### config.mk
export PLATFORM = sky130hd
export DESIGN_NAME = tone_sequencer
export DESIGN_NICKNAME = d
export VERILOG_FILES = /design/src/rtl/tone_sequencer.sv
export SDC_FILE = /design/constraint.sdc
export NUM_CORES = 1
export LEC_CHECK = 0
export CAP_MARGIN = 20
export CORE_MARGIN = 4
export CORE_UTILIZATION = 50
export CTS_CLUSTER_DIAMETER = 100
export DETAILED_ROUTE_END_ITERATION = 7
export PLACE_DENSITY = 0.7
export SLEW_MARGIN = 0
export SYNTH_ARGS = -nofsm -noshare
export SYNTH_HDL_FRONTEND = slang
export SYNTH_SLANG_ARGS = --single-unit
### constraint.sdc
create_clock -name clk -period 10.6 [get_ports clk]
set_input_delay 1.59 -clock clk [delete_from_list [all_inputs] [get_ports clk]]
set_output_delay 1.59 -clock clk [all_outputs]
set_load 0.05 [all_outputs]
### src/rtl/tone_sequencer.sv
// tone_sequencer: live/timed tone selector with built-in square-wave generator
module tone_sequencer #(
  parameter int N_CH = 4,
  parameter int FREQ_W = 10,
  parameter logic [N_CH*FREQ_W-1:0] TONE_TABLE = {10'd587, 10'd523, 10'd494, 10'd440},
  parameter int CLK_HZ = 50_000_000,
  parameter int TICK_HZ = 1000,
  parameter int DUR_W = 12,
  parameter int GAP_TICKS = 50
) (
  input  logic                    clk,
  input  logic                    rst_n,
  input  logic [N_CH-1:0]         led_color,
  input  logic                    play_valid,
  output logic                    play_ready,
  input  logic [$clog2(N_CH)-1:0] play_ch,
  input  logic [DUR_W-1:0]        play_dur,
  output logic                    done,
  output logic                    sound,
  output logic                    tone_on,
  output logic [FREQ_W-1:0]       frequency
);
  localparam int CW = $clog2(N_CH);
  localparam int TICK_DIV = CLK_HZ / TICK_HZ;
  localparam int TW = (TICK_DIV > 1) ? $clog2(TICK_DIV) : 1;
  localparam int GW = $clog2(GAP_TICKS + 1);
  localparam int NW = (GW > DUR_W) ? GW : DUR_W;
  localparam int HW = $clog2(CLK_HZ / 2 + 1);

  function automatic logic [N_CH*HW-1:0] half_table();
    logic [N_CH*HW-1:0] t;
    int f, h;
    t = '0;
    for (int i = 0; i < N_CH; i++) begin
      f = int'(TONE_TABLE[i*FREQ_W +: FREQ_W]);
      h = (f == 0) ? 1 : CLK_HZ / (2 * f);
      t[i*HW +: HW] = HW'((h < 1) ? 1 : h);
    end
    return t;
  endfunction

  localparam logic [N_CH*HW-1:0] HALF_TBL = half_table();

  typedef enum logic [1:0] {IDLE, LIVE, PLAY, GAP} state_t;

  state_t            state_q, state_d;
  logic [CW-1:0]     pch_q, pch_d, tone_ch_q, tone_ch_d, live_ch;
  logic [DUR_W-1:0]  dur_q, dur_d;
  logic [TW-1:0]     tick_q, tick_d;
  logic [NW-1:0]     ticks_q, ticks_d;
  logic [HW-1:0]     half_cnt_q, half_cnt_d, half_sel;
  logic [FREQ_W-1:0] freq_q, freq_d, freq_sel;
  logic              sound_q, sound_d, tone_on_q, tone_on_d, done_q, done_d, ready_q, ready_d;
  logic              accept, tick_wrap, play_end, gap_end, half_wrap, restart;

  // next state, note timing and registered-output values
  always_comb begin
    live_ch = '0;
    for (int i = N_CH - 1; i >= 0; i--) if (led_color[i]) live_ch = CW'(i);
    accept = play_valid && ready_q;
    tick_wrap = tick_q == TW'(TICK_DIV - 1);
    play_end = (dur_q == '0) || (tick_wrap && ticks_q == NW'(dur_q) - NW'(1));
    gap_end = tick_wrap && ticks_q == NW'(GAP_TICKS - 1);
    state_d = state_q;
    pch_d = pch_q;
    dur_d = dur_q;
    tick_d = tick_wrap ? '0 : tick_q + TW'(1);
    ticks_d = tick_wrap ? ticks_q + NW'(1) : ticks_q;
    done_d = 1'b0;
    case (state_q)
      IDLE, LIVE: begin
        state_d = accept ? PLAY : (|led_color) ? LIVE : IDLE;
        pch_d = accept ? play_ch : pch_q;
        dur_d = accept ? play_dur : dur_q;
        tick_d = '0;
        ticks_d = '0;
      end
      PLAY: if (play_end) begin
        state_d = (GAP_TICKS == 0) ? IDLE : GAP;
        done_d = 1'b1;
        tick_d = '0;
        ticks_d = '0;
      end
      default: if (gap_end) begin
        state_d = IDLE;
        tick_d = '0;
        ticks_d = '0;
      end
    endcase
    tone_ch_d = (state_d == PLAY) ? pch_d : live_ch;
    freq_sel = TONE_TABLE[tone_ch_d*FREQ_W +: FREQ_W];
    half_sel = HALF_TBL[tone_ch_d*HW +: HW];
    tone_on_d = (freq_sel != '0) && (state_d == LIVE || (state_d == PLAY && dur_d != '0));
    freq_d = tone_on_d ? freq_sel : '0;
    restart = !tone_on_q || tone_ch_d != tone_ch_q || accept;
    half_wrap = half_cnt_q == half_sel - HW'(1);
    half_cnt_d = (!tone_on_d || restart || half_wrap) ? '0 : half_cnt_q + HW'(1);
    sound_d = tone_on_d && !restart && (sound_q ^ half_wrap);
    ready_d = state_d == IDLE || state_d == LIVE;
  end

  // state and output registers; ready is high straight out of reset
  always_ff @(posedge clk or negedge rst_n)
    if (!rst_n) begin
      state_q <= IDLE;
      pch_q <= '0;
      tone_ch_q <= '0;
      dur_q <= '0;
      tick_q <= '0;
      ticks_q <= '0;
      half_cnt_q <= '0;
      freq_q <= '0;
      sound_q <= 1'b0;
      tone_on_q <= 1'b0;
      done_q <= 1'b0;
      ready_q <= 1'b1;
    end else begin
      state_q <= state_d;
      pch_q <= pch_d;
      tone_ch_q <= tone_ch_d;
      dur_q <= dur_d;
      tick_q <= tick_d;
      ticks_q <= ticks_d;
      half_cnt_q <= half_cnt_d;
      freq_q <= freq_d;
      sound_q <= sound_d;
      tone_on_q <= tone_on_d;
      done_q <= done_d;
      ready_q <= ready_d;
    end

  assign play_ready = ready_q;
  assign done = done_q;
  assign sound = sound_q;
  assign tone_on = tone_on_q;
  assign frequency = freq_q;
endmodule

== Word level (Yosys, flattened, before mapping) ==
Index checks and enable logic that the tools add are counted.
Word-level totals
  output and inout bits: 14
  flip-flop bits (word level): 85
  word-level logic and storage cells: 81
Operators by class
  eq/ne operators: 9
  $mul: 2
  shift operators: 2
  $add $sub $neg: 5
  bitwise operators: 1
  mux-type cells: 26
  reductions and logical operators: 24
Operators with widths (number)
  indexed part select 100 x 8 -> 25 bit (first input constant): 1
  2-to-1 mux 12 bit: 5
  2-to-1 mux 16 bit: 3
  indexed part select 40 x 7 -> 10 bit (first input constant): 1
  case mux 16 bit (2 select lines): 1
  adder 25 x 1 -> 25 bit (second input constant): 1
  == test 25 bit: 1
  2-to-1 mux 25 bit: 1
  subtractor 25 x 1 -> 25 bit (second input constant): 1
  case mux 12 bit (2 select lines): 1
  2-to-1 mux 2 bit: 10
  adder 16 x 1 -> 16 bit (second input constant): 1
  == test 16 bit (second input constant): 1
  adder 12 x 1 -> 12 bit (second input constant): 1
  == test 12 bit: 1
  == test 12 x 6 -> 1 bit (second input constant): 1
  logical NOT 12 bit: 1
  nonzero test 12 bit: 1
  subtractor 12 x 1 -> 12 bit (second input constant): 1
  2-to-1 mux 10 bit: 1
  nonzero test 10 bit: 1
  logical AND 1 bit: 7
  logical OR 1 bit: 7
  multiplier 2 x 5 -> 7 bit (second input constant): 1
  11 further kinds: 18

== Depth between registers and ports, before layout ==
Gate-level depths: netlist of run 1.
  depth after elaboration: 16
  mapped depth: 22
  gate-level depth less buffers: 19

== Worst setup path before layout of run 1 ==
No wires, ideal clock.
  kind: input-to-reg
  start: in play_valid
  end: reg half_cnt_q[0]
  data required time: 10475 ps
  stages on the path: 16
  path slack: 5683 ps
  arrival: 4792 ps
  cells stage by stage: nand3_1 > o21ai_0 > o21ai_1 > mux2i_1 > ha_1 > clkbuf_1 > o211a_1 > o22ai_1 > nor4_1 > and2_1 > inv_1 > a2111o_1 > and4b_4 > a21oi_4 > buf_6 > nor3_2
Between the ends
  longest elaborated chain between the ends: 13
  elaborated cells on any way between the ends: 28
  classes of those cells: 1 x add/sub; 2 x mul; 4 x eq/ne; 2 x shift; 8 x mux; 11 x reduce/logical
RTL lines
  start, declared: RTL line 14  | input logic play_valid,
  logical AND 1 bit (*): RTL line 60  | accept = play_valid && ready_q;
  branches (longest 10 deep; another with subtractor 25 x 1 -> 25 bit)
  logical OR 1 bit (*): RTL line 97  | half_cnt_d = (!tone_on_d || restart || half_wrap) ? '0 : half_cnt_q + HW'(1);
  2-to-1 mux 25 bit (*): RTL line 97
  via half_cnt_d[0]: RTL line 51  | logic [HW-1:0] half_cnt_q, half_cnt_d, half_sel;
  end signal, assigned: RTL line 124  | half_cnt_q <= half_cnt_d;
  end, declared: RTL line 51
Mark *: on every way through the listed nets, which the timed path passes.

== Final worst setup path of run 1 ==
  start: in play_valid
  end: reg half_cnt_q[3]
Between the ends
  longest elaborated chain between the ends: 13
  elaborated cells on any way between the ends: 28
  classes of those cells: 1 x add/sub; 2 x mul; 4 x eq/ne; 2 x shift; 8 x mux; 11 x reduce/logical
RTL lines
  logical AND 1 bit (*): RTL line 60
  2-to-1 mux 2 bit: RTL line 72  | state_d = accept ? PLAY : (|led_color) ? LIVE : IDLE;
  case mux 2 bit (2 select lines): RTL line 70  | case (state_q)
  == test 2 bit: RTL line 90  | tone_ch_d = (state_d == PLAY) ? pch_d : live_ch;
  2-to-1 mux 2 bit (*): RTL line 90
  multiplier 2 x 3 -> 5 bit (*): RTL line 91  | freq_sel = TONE_TABLE[tone_ch_d*FREQ_W +: FREQ_W];
  indexed part select 40 x 7 -> 10 bit (*): RTL line 91
  via freq_sel[6]: RTL line 52  | logic [FREQ_W-1:0] freq_q, freq_d, freq_sel;
  nonzero test 10 bit (*): RTL line 93  | tone_on_d = (freq_sel != '0) && (state_d == LIVE || (state_d == PLAY && dur_d != '0));
  logical AND 1 bit (*): RTL line 93
  logical NOT 1 bit (*): RTL line 97
  logical OR 1 bit (*) (2 in series): RTL line 97
  2-to-1 mux 25 bit (*): RTL line 97
  via half_cnt_d[3]: RTL line 51
The timed path passes the listed nets; every way through them passes the cells marked *.

==> flow_summary.yaml, run 1 <==
power_and_ir_drop:
  p_per_area_nw_per_um2: 109
  power.leakage_nw: 2.28
  intPower_mw: 0.444
  total_switching_power_mw: 0.135
  power_frac_seq_pct: 53.4
  clock_network_power_share_pct: 41.4
  combPwrFrac_pct: 5.1
  power.ir.vdd_worst_uv: 67.7
  power_switching_share_pct: 23.4
grt:
  pin_count_of_the_biggest_net_entering_global_routing: 82
  globalRouteMet3Util_pct: 3.34
  grt_antenna_before_repair: 0
  global_route.usage.met1_pct: 25.3
  wire_length_of_the_first_global_routing_pass_mm: 16.2
  grtUsageMet2_pct: 27.9
  grt_busiest_layer: "met2"
  number_of_global_route_vias_before_repair: 3297
  grt_overflow_total: 0
  grtUsageTotal_pct: 18.0
logic_synthesis:
  synth-edff-count: 0
  synth_cell_types: 54
  yosys_warnings: 0
  synth-async-reset-ratio_pct: 100
  postSynthAreaPerCell_um2: 9.87
  synth_top_flop_cell: "dfrtp_1"
  netlist_instances: 476
  synth_seq_cells: 81
  yosysSeqAreaShare_pct: 43.2
  mappedNetlistNets: 509
  netlist_area_um2: 4700
timing:
  fin_hold_ws_ns: 0.459
  grt_setup_unrepaired: "false"
  finalSetupViolCount: 0
  fin_crit_ns: 6.45
  max_clock_freq_ghz: 0.155
  post-route-period-util_pct: 60.8
  setup_tns_ns: 0
  fin_skew_ns: 0.0163
  slew_violations: 0
  maxSlewHeadroom_pct: 38.1
  worst_pin_slew_ns: 0.927
  finalHoldViolCount: 0
clock_tree:
  cts.hold.buffers_added: 0
  clk_transition_reported_paths_ns: 0.09
  buffers_inserted_during_post_cts_setup_optimization: 0
  worst_skew_pair.late_latency_ns: 0.35
  cts_sinks: 81
  cts_htree_levels: 3
  cts_inserted_buffers: 9
  cts_resized: 0
  ctsLongestPathBuffers: 2
  clockRootBuffer: "clkbuf_8"
  cts_tree: "built"
route:
  route.detailed.wl_per_inst_um: 15.5
  first_pass_iters: 4
  via_per_inst: 5.61
  post-route-drc-count: 0
  detailroute.via_count: 3464
  first_iter_violations: 251
  wl_mm: 9.55
  final_antenna_net_count: 0
floorplanning:
  dieHeight_um: 105
  die_w_um: 105
  initial_util_pct: 51.1
  cell_row_count: 35
  core_area_um2: 9200
  design.portCount: 35
  die_area_um2: 11000
cells_and_area:
  synthToLayoutAreaGrowth_pct: 12.7
  post_route_cells_drive_above_1_share_pct: 12.1
  antenna_cells: 0
  fin_nets: 534
critical_path:
  path_cells: "clkdlybuf4s50_1, nand3_1, o21ai_0, o21ai_1, mux2i_1, inv_1, ha_1, xnor2_1, nand3_1, nor4_1, and2_1, inv_1, a2111o_1, and4b_4, a21oi_4, nor3_1"
  path_class: "input pin to flop"
  data_required_time_of_the_worst_path_ns: 10.80
  worst_ep_arrival_time_ns: 6.65
  critical_path.n_buffers_inverters: 3
  critPathCaptureType: "flop"
  worst_setup_sp_type: "input pin"
  cp_slowest_stage_delay_ns: 0.73
  worst_path_dominant_cell_family: "compound AO/OA/AOI/OAI gates"
  crit_path_top_delay_cell: "a21oi_4"
  cp_max_fo: 25
status:
  outcome: "completed"
placed_design:
  buffer_ports.inserted: 34
  hpwlAfterDp_mm: 6.87
  finalWeightedCongestion: 0.808
flow_run:
  drv_cap: 0
min_path:
  holdCritPathClass: "flop to flop"
-- power by group through the flow --
stage | combinational, mW | clock (mW) | sequential [mW]
6_report | 0.0296 | 0.240 | 0.309
3_5_place_dp | 0.0287 | 0 | 0.315
5_1_grt | 0.0329 | 0.260 | 0.309
4_1_cts | 0.0289 | 0.245 | 0.309
2_1_floorplan | 0.0123 | 0 | 0.316
3_3_place_gp | 0.0282 | 0 | 0.315
-- cell usage in the layout (no fill, tap or decap), drive strengths merged, types with 12 or more instances in the layout --
cell	count
dfrtp	80
nor2	59
xnor2	36
clkdlybuf4s50	33
xor2	32
nor3	32
nand3	29
inv	21
nand2	20
mux2	14
nor4	13
ha	12
-- routing by layer --
metal	vias up	share of wire, %
met5	-	0
met3	14	2.8
li1	1706	-
met2	70	47
met4	0	2.1
met1	1674	48
-- Yosys cell counts (all sizes together), types with 2 or more instances --
library cell  number  area (um^2)
or3                2         12.5
buf               10         83.8
o211ai             3         22.5
a21o               2         15.0
nor4b              2         17.5
inv               20         75.1
o21a               2         15.0
nor2              59          221
ha                12          150
and3              11         68.8
and4b              2         23.8
nor3              32          260
a21oi              8         51.3
o2111ai            3         26.3
clkbuf            12         45.0
nand2b             5         31.3
or4                4         30.0
dfrtp             80         2000
and3b              2         17.5
nor2b              6         37.5
nand4              9         56.3
mux2              14          158
nor4              13         81.3
and2               5         31.3
nand2             20         75.1
and4               6         52.6
a31oi              2         12.5
nor4bb             2         20.0
xor2              32          280
nor3b              3         22.5
nand3             29          145
o211a              3         30.0
o21ai              9         45.0
or2                2         12.5
a41oi              2         25.0
xnor2             36          315
a2111o             2         22.5
-- cell type report --
| type | instances | area (um^2) |
|---|---|---|
| fill | 798 | 3900 |
| multi-input combinational | 353 | 2470 |
| inverter | 20 | 75.1 |
| timing repair buffer | 36 | 373 |
| sequential | 81 | 2030 |
| clock buffer | 11 | 151 |
| tap | 111 | 139 |
| clock inverter | 5 | 62.6 |
-- state kept, by name, indices dropped and copies added, names as in the netlist, 2 cells and up --
name        count
tick_q         16
state_q         2
frequency       7
dur_q          12
half_cnt_q     25
tone_ch_q       2
pch_q           2
ticks_q        12
-- logic make-up after synthesis --
| group | Yosys count | share of synthesized area (%) |
|---|---|---|
| buffers and inverters | 42 | 4.34 |
| muxes | 15 | 3.57 |
| xor gates and xnor gates | 68 | 12.7 |
| and+or+nand+nor | 216 | 26.3 |
| adders and majority gates | 12 | 3.20 |
| DFF | 81 | 43.2 |
| AOI/OAI and AO/OA | 42 | 6.79 |
-- metrics by stage --
step / power (mW) / instances / util [%] / instance area (um^2) / setup WS, ns
final: 0.579 / 617 / 57.6 / 5300 / 4.15
after global routing: 0.603 / 617 / 57.6 / 5300 / 3.61
after CTS: 0.584 / 616 / 57.3 / 5270 / 4.12
after detailed placement: 0.344 / 600 / 55.0 / 5050 / 3.75
after global placement: 0.344 / 600 / 55.0 / 5050 / 4.00
after floorplan: 0.328 / 476 / - / 4700 / 5.68
-- final timing paths --
kind                       startpoint        endpoint  slack (ns)  cells past startpoint
max                        play_valid   half_cnt_q[3]        4.15                     16
min                         tick_q[0]       tick_q[0]        0.46                      1
max reg2reg                  dur_q[0]   half_cnt_q[3]        4.55                     19
min reg2reg                 tick_q[0]       tick_q[0]        0.46                      1
max in group asynchronous       rst_n      play_ready        8.91                      2
min in group asynchronous       rst_n  half_cnt_q[22]        1.07                      1
Power figures use the tool's default switching activity.
==> run 2, diff against run 1 <==
Clock period 10.6 ns to 5.99 ns, I/O delays scaled along.
==> run 2 against run 1 <==
Effect of this change:
- cell area grew 0.19%
- global-route usage shrank 0.079 points
- critical path type is now flop to flop
- via count grew 0.84%
- first-iteration DRC count shrank 39%
==> flow_summary.yaml, run 2 (synthesis gave the netlist of run 1 again) <==
route:
  detailroute.via_count: 3493
  dr_wl_met3_um: 323
  dr_wl_met2_mm: 4.49
  post-route-drc-count: 0
  first_iter_violations: 154
  route.detailed.wl_per_inst_um: 15.2
  wirelength_met1_mm: 4.37
  wl_mm: 9.41
  first_pass_iters: 5
  top_signal_layer_used: "met4"
  via_per_inst: 5.64
  final_antenna_net_count: 0
timing:
  grt_setup_unrepaired: "false"
  worst_pin_slew_ns: 0.674
  finalSetupViolCount: 0
  setup_tns_ns: 0
  slew_violations: 0
  fin_crit_ns: 5.46
  maxSlewHeadroom_pct: 54.7
  fin_skew_ns: 0.0158
  post-route-period-util_pct: 91.2
  finalHoldViolCount: 0
  max_clock_freq_ghz: 0.183
power_and_ir_drop:
  power.ir.vdd_worst_uv: 120
  power.leakage_nw: 2.28
  p_per_area_nw_per_um2: 190
  design_power_total_mw: 1.01
grt:
  number_of_global_route_vias_before_repair: 3445
  grtUsageTotal_pct: 17.9
  wire_length_of_the_first_global_routing_pass_mm: 16.2
  grt_antenna_before_repair: 0
  pin_count_of_the_biggest_net_entering_global_routing: 82
  grt_overflow_total: 0
cells_and_area:
  synthToLayoutAreaGrowth_pct: 12.9
  post_route_cells_drive_above_1_share_pct: 12.8
  fin_nets: 536
  antenna_cells: 0
  layout.cells.most_common: "dfrtp_1"
  layout_common_cells: "dfrtp_1, nor2_1, xnor2_1"
  max_flop_register: "half_cnt_q"
  largestRegisters: "half_cnt_q: 25 flops, tick_q: 16 flops"
  largest_register_ffs: 25
status:
  outcome: "completed"
critical_path:
  r2r_end: "half_cnt_q[24]"
  data_required_time_of_the_worst_path_ns: 6.23
  worst_r2r_path_depth: 18
  worst_ep_arrival_time_ns: 5.70
  cp-endpoint: "half_cnt_q[24]"
  critPathCaptureType: "flop"
  timing.reg2reg.setup_slack_ns: 0.53
  timing.rr.start: "dur_q[2]"
  path_class: "flop to flop"
  worst_setup_sp_type: "flop"
  setup.worst_path.start: "dur_q[2]"
  cp_max_fo: 25
placed_design:
  buffer_ports.inserted: 34
  finalWeightedCongestion: 0.829
  hpwlAfterDp_mm: 6.76
clock_tree:
  clk_transition_reported_paths_ns: 0.10
  clockRootBuffer: "clkbuf_8"
  worst_skew_pair.late_latency_ns: 0.36
  cts_tree: "built"
  cts_inserted_buffers: 9
  cts_sinks: 81
  buffers_inserted_during_post_cts_setup_optimization: 0
  cts.hold.buffers_added: 0
  ctsLongestPathBuffers: 2
  cts_resized: 0
  cts_htree_levels: 3
floorplanning:
  core_area_um2: 9200
  dieHeight_um: 105
  design.portCount: 35
  die_w_um: 105
  initial_util_pct: 51.1
  cell_row_count: 35
  die_area_um2: 11000
min_path:
  holdCritPathClass: "input pin to asynchronous set/reset pin"
flow_run:
  drv_cap: 0
-- run 2: cell count changes in the layout (fill, tap and decap cells not counted), sizes merged --
cell    change
buf         +2
clkbuf      -2
inv         +2
-- run 2: worst max-delay path, cell delays in order, from the launching register on --
cell	delay [ns]
dfrtp_1	0.49
or4_1	0.68
or4_1	0.49
a41oi_2	0.25
nand4_1	0.17
o21a_1	0.29
o21ai_1	0.37
inv_1	0.19
ha_1	0.35
nor4_1	0.29
o22ai_1	0.12
nor4_1	0.25
and2_1	0.21
inv_1	0.07
a2111o_1	0.28
and4b_4	0.23
a21oi_4	0.13
buf_4	0.36
nor3_1	0.11
-- run 2: where the power goes --
part           switching, mW  internal (mW)  leakage (nW)  total, mW
Clock                  0.212          0.196        0.0966      0.409
Sequential          0.000329          0.547          1.10      0.547
Combinational         0.0317         0.0211          1.08     0.0528
Total                  0.244          0.764          2.28       1.01
-- run 2: area by class of cell --
type | count | area [um^2]
clock buffers | 9 | 124
clock inverters | 7 | 76.3
fillers | 798 | 3890
inverters | 20 | 75.1
multi-input cells | 353 | 2470
flip-flops and latches | 81 | 2030
well taps | 111 | 139
repair buffers | 38 | 388
-- run 2: worst min path at each step --
stage | startpoint | to | slack (ns)
2_1_floorplan | tick_q[0] | tick_q[0] | 0.43
3_3_place_gp | tick_q[0] | tick_q[0] | 0.44
3_5_place_dp | tick_q[0] | tick_q[0] | 0.45
4_1_cts | tick_q[0] | tick_q[0] | 0.46
5_1_grt | rst_n | dur_q[6] | 0.39
6_report | rst_n | dur_q[6] | 0.39
-- run 2: per-stage QoR --
step	worst slack, ns	cell area, um^2	hold WS [ns]	util (%)	std cells
after floorplan	1.09	4700	0.425	-	476
after global placement	0.588	5070	0.440	55.1	602
after detailed placement	0.444	5070	0.449	55.1	602
after CTS	0.386	5270	0.460	57.3	618
after global routing	0.103	5310	0.392	57.7	619
final	0.526	5310	0.394	57.7	619
-- run 2: metal layers --
layer	up-vias	GRT usage, %
met5	-	0
met4	0	5.81
met3	18	3.95
met2	54	28.8
met1	1707	24.1
li1	1714	-
==> run 3, diff against run 2 <==
Settings changed: PLACE_DENSITY 0.7 to 0.73.
Clock period 5.99 ns to 4.77 ns, I/O delays scaled along.
==> run 3 against run 2 <==
Effect of this change:
- sequential cell count unchanged
- non-clock buffer count increased by 22
- register-to-register slack lost 0.49 ns
- global-route usage grew 1.1 points
- clock-buffer cell count is 2 higher
- sequential share of layout area shrank 2.2 points
- sequential power up 26%
- die area unchanged
- largest power group unchanged
- cell area up 6.3%
- largest cell class unchanged
- first-iteration DRC count fell by 7.8%
- clock skew up 0.00066 ns
==> flow_summary.yaml, run 3 (synthesis gave the netlist of run 1 again) <==
status:
  outcome: "completed"
route:
  detailroute.via_count: 3657
  dr_wl_met2_mm: 5.44
  top_signal_layer_used: "met4"
  final_antenna_net_count: 0
  route.detailed.wl_per_inst_um: 16.6
  wirelength_met1_mm: 4.66
  first_iter_violations: 142
  post-route-drc-count: 0
  dr_wl_met3_um: 421
  first_pass_iters: 4
  wl_mm: 10.7
  via_per_inst: 5.71
critical_path:
  data_required_time_of_the_worst_path_ns: 4.99
  path_cells: "or4_4, buf_6, nor3_2, a21oi_1, a2111o_1, o21ai_2, mux2i_2, buf_4, ha_4, xor2_2, nand4_1, nor4_2, and2_4, inv_2, a2111o_1, and4b_4, a21oi_4, clkbuf_16, nor3_2"
  path_class: "flop to flop"
  timing.rr.start: "dur_q[3]"
  worst_ep_arrival_time_ns: 4.96
  crit_path_top_delay_cell: "or4_4"
  worst_setup_sp_type: "flop"
  setup.worst_path.start: "dur_q[3]"
  cp_slowest_stage_delay_ns: 0.54
  critPathCaptureType: "flop"
  cp_max_fo: 6
grt:
  wire_length_of_the_first_global_routing_pass_mm: 17.2
  grt_antenna_before_repair: 0
  number_of_global_route_vias_before_repair: 3572
  grtUsageTotal_pct: 19.0
  pin_count_of_the_biggest_net_entering_global_routing: 82
  grt_overflow_total: 0
floorplanning:
  die_area_um2: 11000
  initial_util_pct: 51.1
  cell_row_count: 35
  dieHeight_um: 105
  die_w_um: 105
  core_area_um2: 9200
  design.portCount: 35
timing:
  finalSetupViolCount: 0
  fin_crit_ns: 4.74
  slew_violations: 0
  worst_pin_slew_ns: 0.690
  setup_tns_ns: 0
  max_clock_freq_ghz: 0.211
  post-route-period-util_pct: 99.3
  maxSlewHeadroom_pct: 53.6
  fin_skew_ns: 0.0165
  grt_setup_unrepaired: "true"
  finalHoldViolCount: 0
placed_design:
  placed_cells_incl_taps: 614
  hpwlAfterDp_mm: 7.25
  dpl-instance-area_um2: 5190
  finalWeightedCongestion: 0.868
  buffer_ports.inserted: 34
flow_run:
  drv_cap: 0
clock_tree:
  cts.hold.buffers_added: 0
  cts_inserted_buffers: 9
  ctsLongestPathBuffers: 2
  worst_skew_pair.late_latency_ns: 0.36
  cts_sinks: 81
  cts_tree: "built"
  clockRootBuffer: "clkbuf_8"
  cts_htree_levels: 3
  clk_transition_reported_paths_ns: 0.09
power_and_ir_drop:
  total_switching_power_mw: 0.313
  power_switching_share_pct: 23.8
  intPower_mw: 1.00
  power.ir.vdd_worst_uv: 188
  power.leakage_nw: 2.41
  power_frac_seq_pct: 52.3
  clock_network_power_share_pct: 41.0
  combPwrFrac_pct: 6.7
  p_per_area_nw_per_um2: 233
  design_power_total_mw: 1.31
cells_and_area:
  post_route_cells_drive_above_1_share_pct: 20.6
  layout.cells.most_common: "dfrtp_1"
  synthToLayoutAreaGrowth_pct: 20.1
  max_flop_register: "half_cnt_q"
  fin_nets: 558
  final_core_util_pct: 61.3
  largestRegisters: "half_cnt_q: 25 flops, tick_q: 16 flops"
  largest_register_ffs: 25
  antenna_cells: 0
  finish.cell_count_without_fillers: 641
  layout_common_cells: "dfrtp_1, nor2_1, xnor2_1"
  finalInstanceArea_um2: 5640
min_path:
  holdCritPathClass: "input pin to asynchronous set/reset pin"
[run 3: cell count changes in the layout (fill, tap and decap cells not counted), moves of 3 or more]
| cell | previous run | this run |
|---|---|---|
| buf_4 | 4 | 21 |
| inv_1 | 20 | 16 |
| inv_2 | 0 | 4 |
| or4_1 | 4 | 1 |
| or4_4 | 0 | 3 |
[run 3: repair_timing]
| action | in CTS | in global routing |
|---|---|---|
| setup buffers | 1 | 6 |
| cloned | 0 | 3 |
| pin swaps | 0 | 18 |
| endpoints found under the setup margin | 25 | 26 |
| gates resized for setup | 1 | 23 |
[run 3: cell type report]
class	count	area (um^2)
tap	111	139
sequential	81	2030
clock inverter	5	62.6
inverter	20	75.1
multi-input combinational	353	2570
timing repair buffer	60	608
fill	741	3560
clock buffer	11	151
[run 3: path summary, 6_finish.rpt]
| kind | slack (ns) | cells after the start | endpoint |
|---|---|---|---|
| setup / recovery | 0.03 | 19 | half_cnt_q[10] |
| hold / removal | 0.20 | 1 | ticks_q[9] |
| setup reg to reg | 0.03 | 19 | half_cnt_q[10] |
| hold reg to reg | 0.46 | 1 | tick_q[0] |
| max in group asynchronous | 3.95 | 2 | play_ready |
| min in group clk | 0.46 | 1 | tick_q[0] |
[run 3: power by group through the flow]
stage,Sequential [mW],Combinational (mW),Clock (mW)
final,0.687,0.0878,0.538
after floorplan,0.701,0.0279,0
after CTS,0.687,0.0722,0.551
after global placement,0.701,0.0693,0
after global routing,0.688,0.0958,0.576
after detailed placement,0.701,0.0707,0
[run 3: per-stage QoR]
step,setup slack (ns),hold WS (ns)
final,0.0334,0.204
after global routing,-0.162,0.212
after CTS,0.0143,0.468
after detailed placement,-0.0687,0.457
after global placement,0.0242,0.440
after floorplan,0.00511,0.420
[run 3: metal layers]
| metal | vias to the layer above | track usage (%) |
|---|---|---|
| met1 | 1803 | 24.9 |
| li1 | 1765 | - |
| met4 | 0 | 6.37 |
| met3 | 12 | 3.15 |
| met2 | 77 | 31.9 |
| met5 | - | 0 |
[run 3: worst max-delay path: cells and delay by family (launching register included)]
| kind | cells | cell delay [ns] |
|---|---|---|
| AND/OR/NAND/NOR | 7 | 1.64 |
| XOR/XNOR | 1 | 0.16 |
| multiplexers | 1 | 0.29 |
| AO/OA/AOI/OAI | 5 | 1.36 |
| flip-flops | 1 | 0.40 |
| adder cells (fa/ha/maj) | 1 | 0.16 |
| buffers and inverters | 4 | 0.59 |
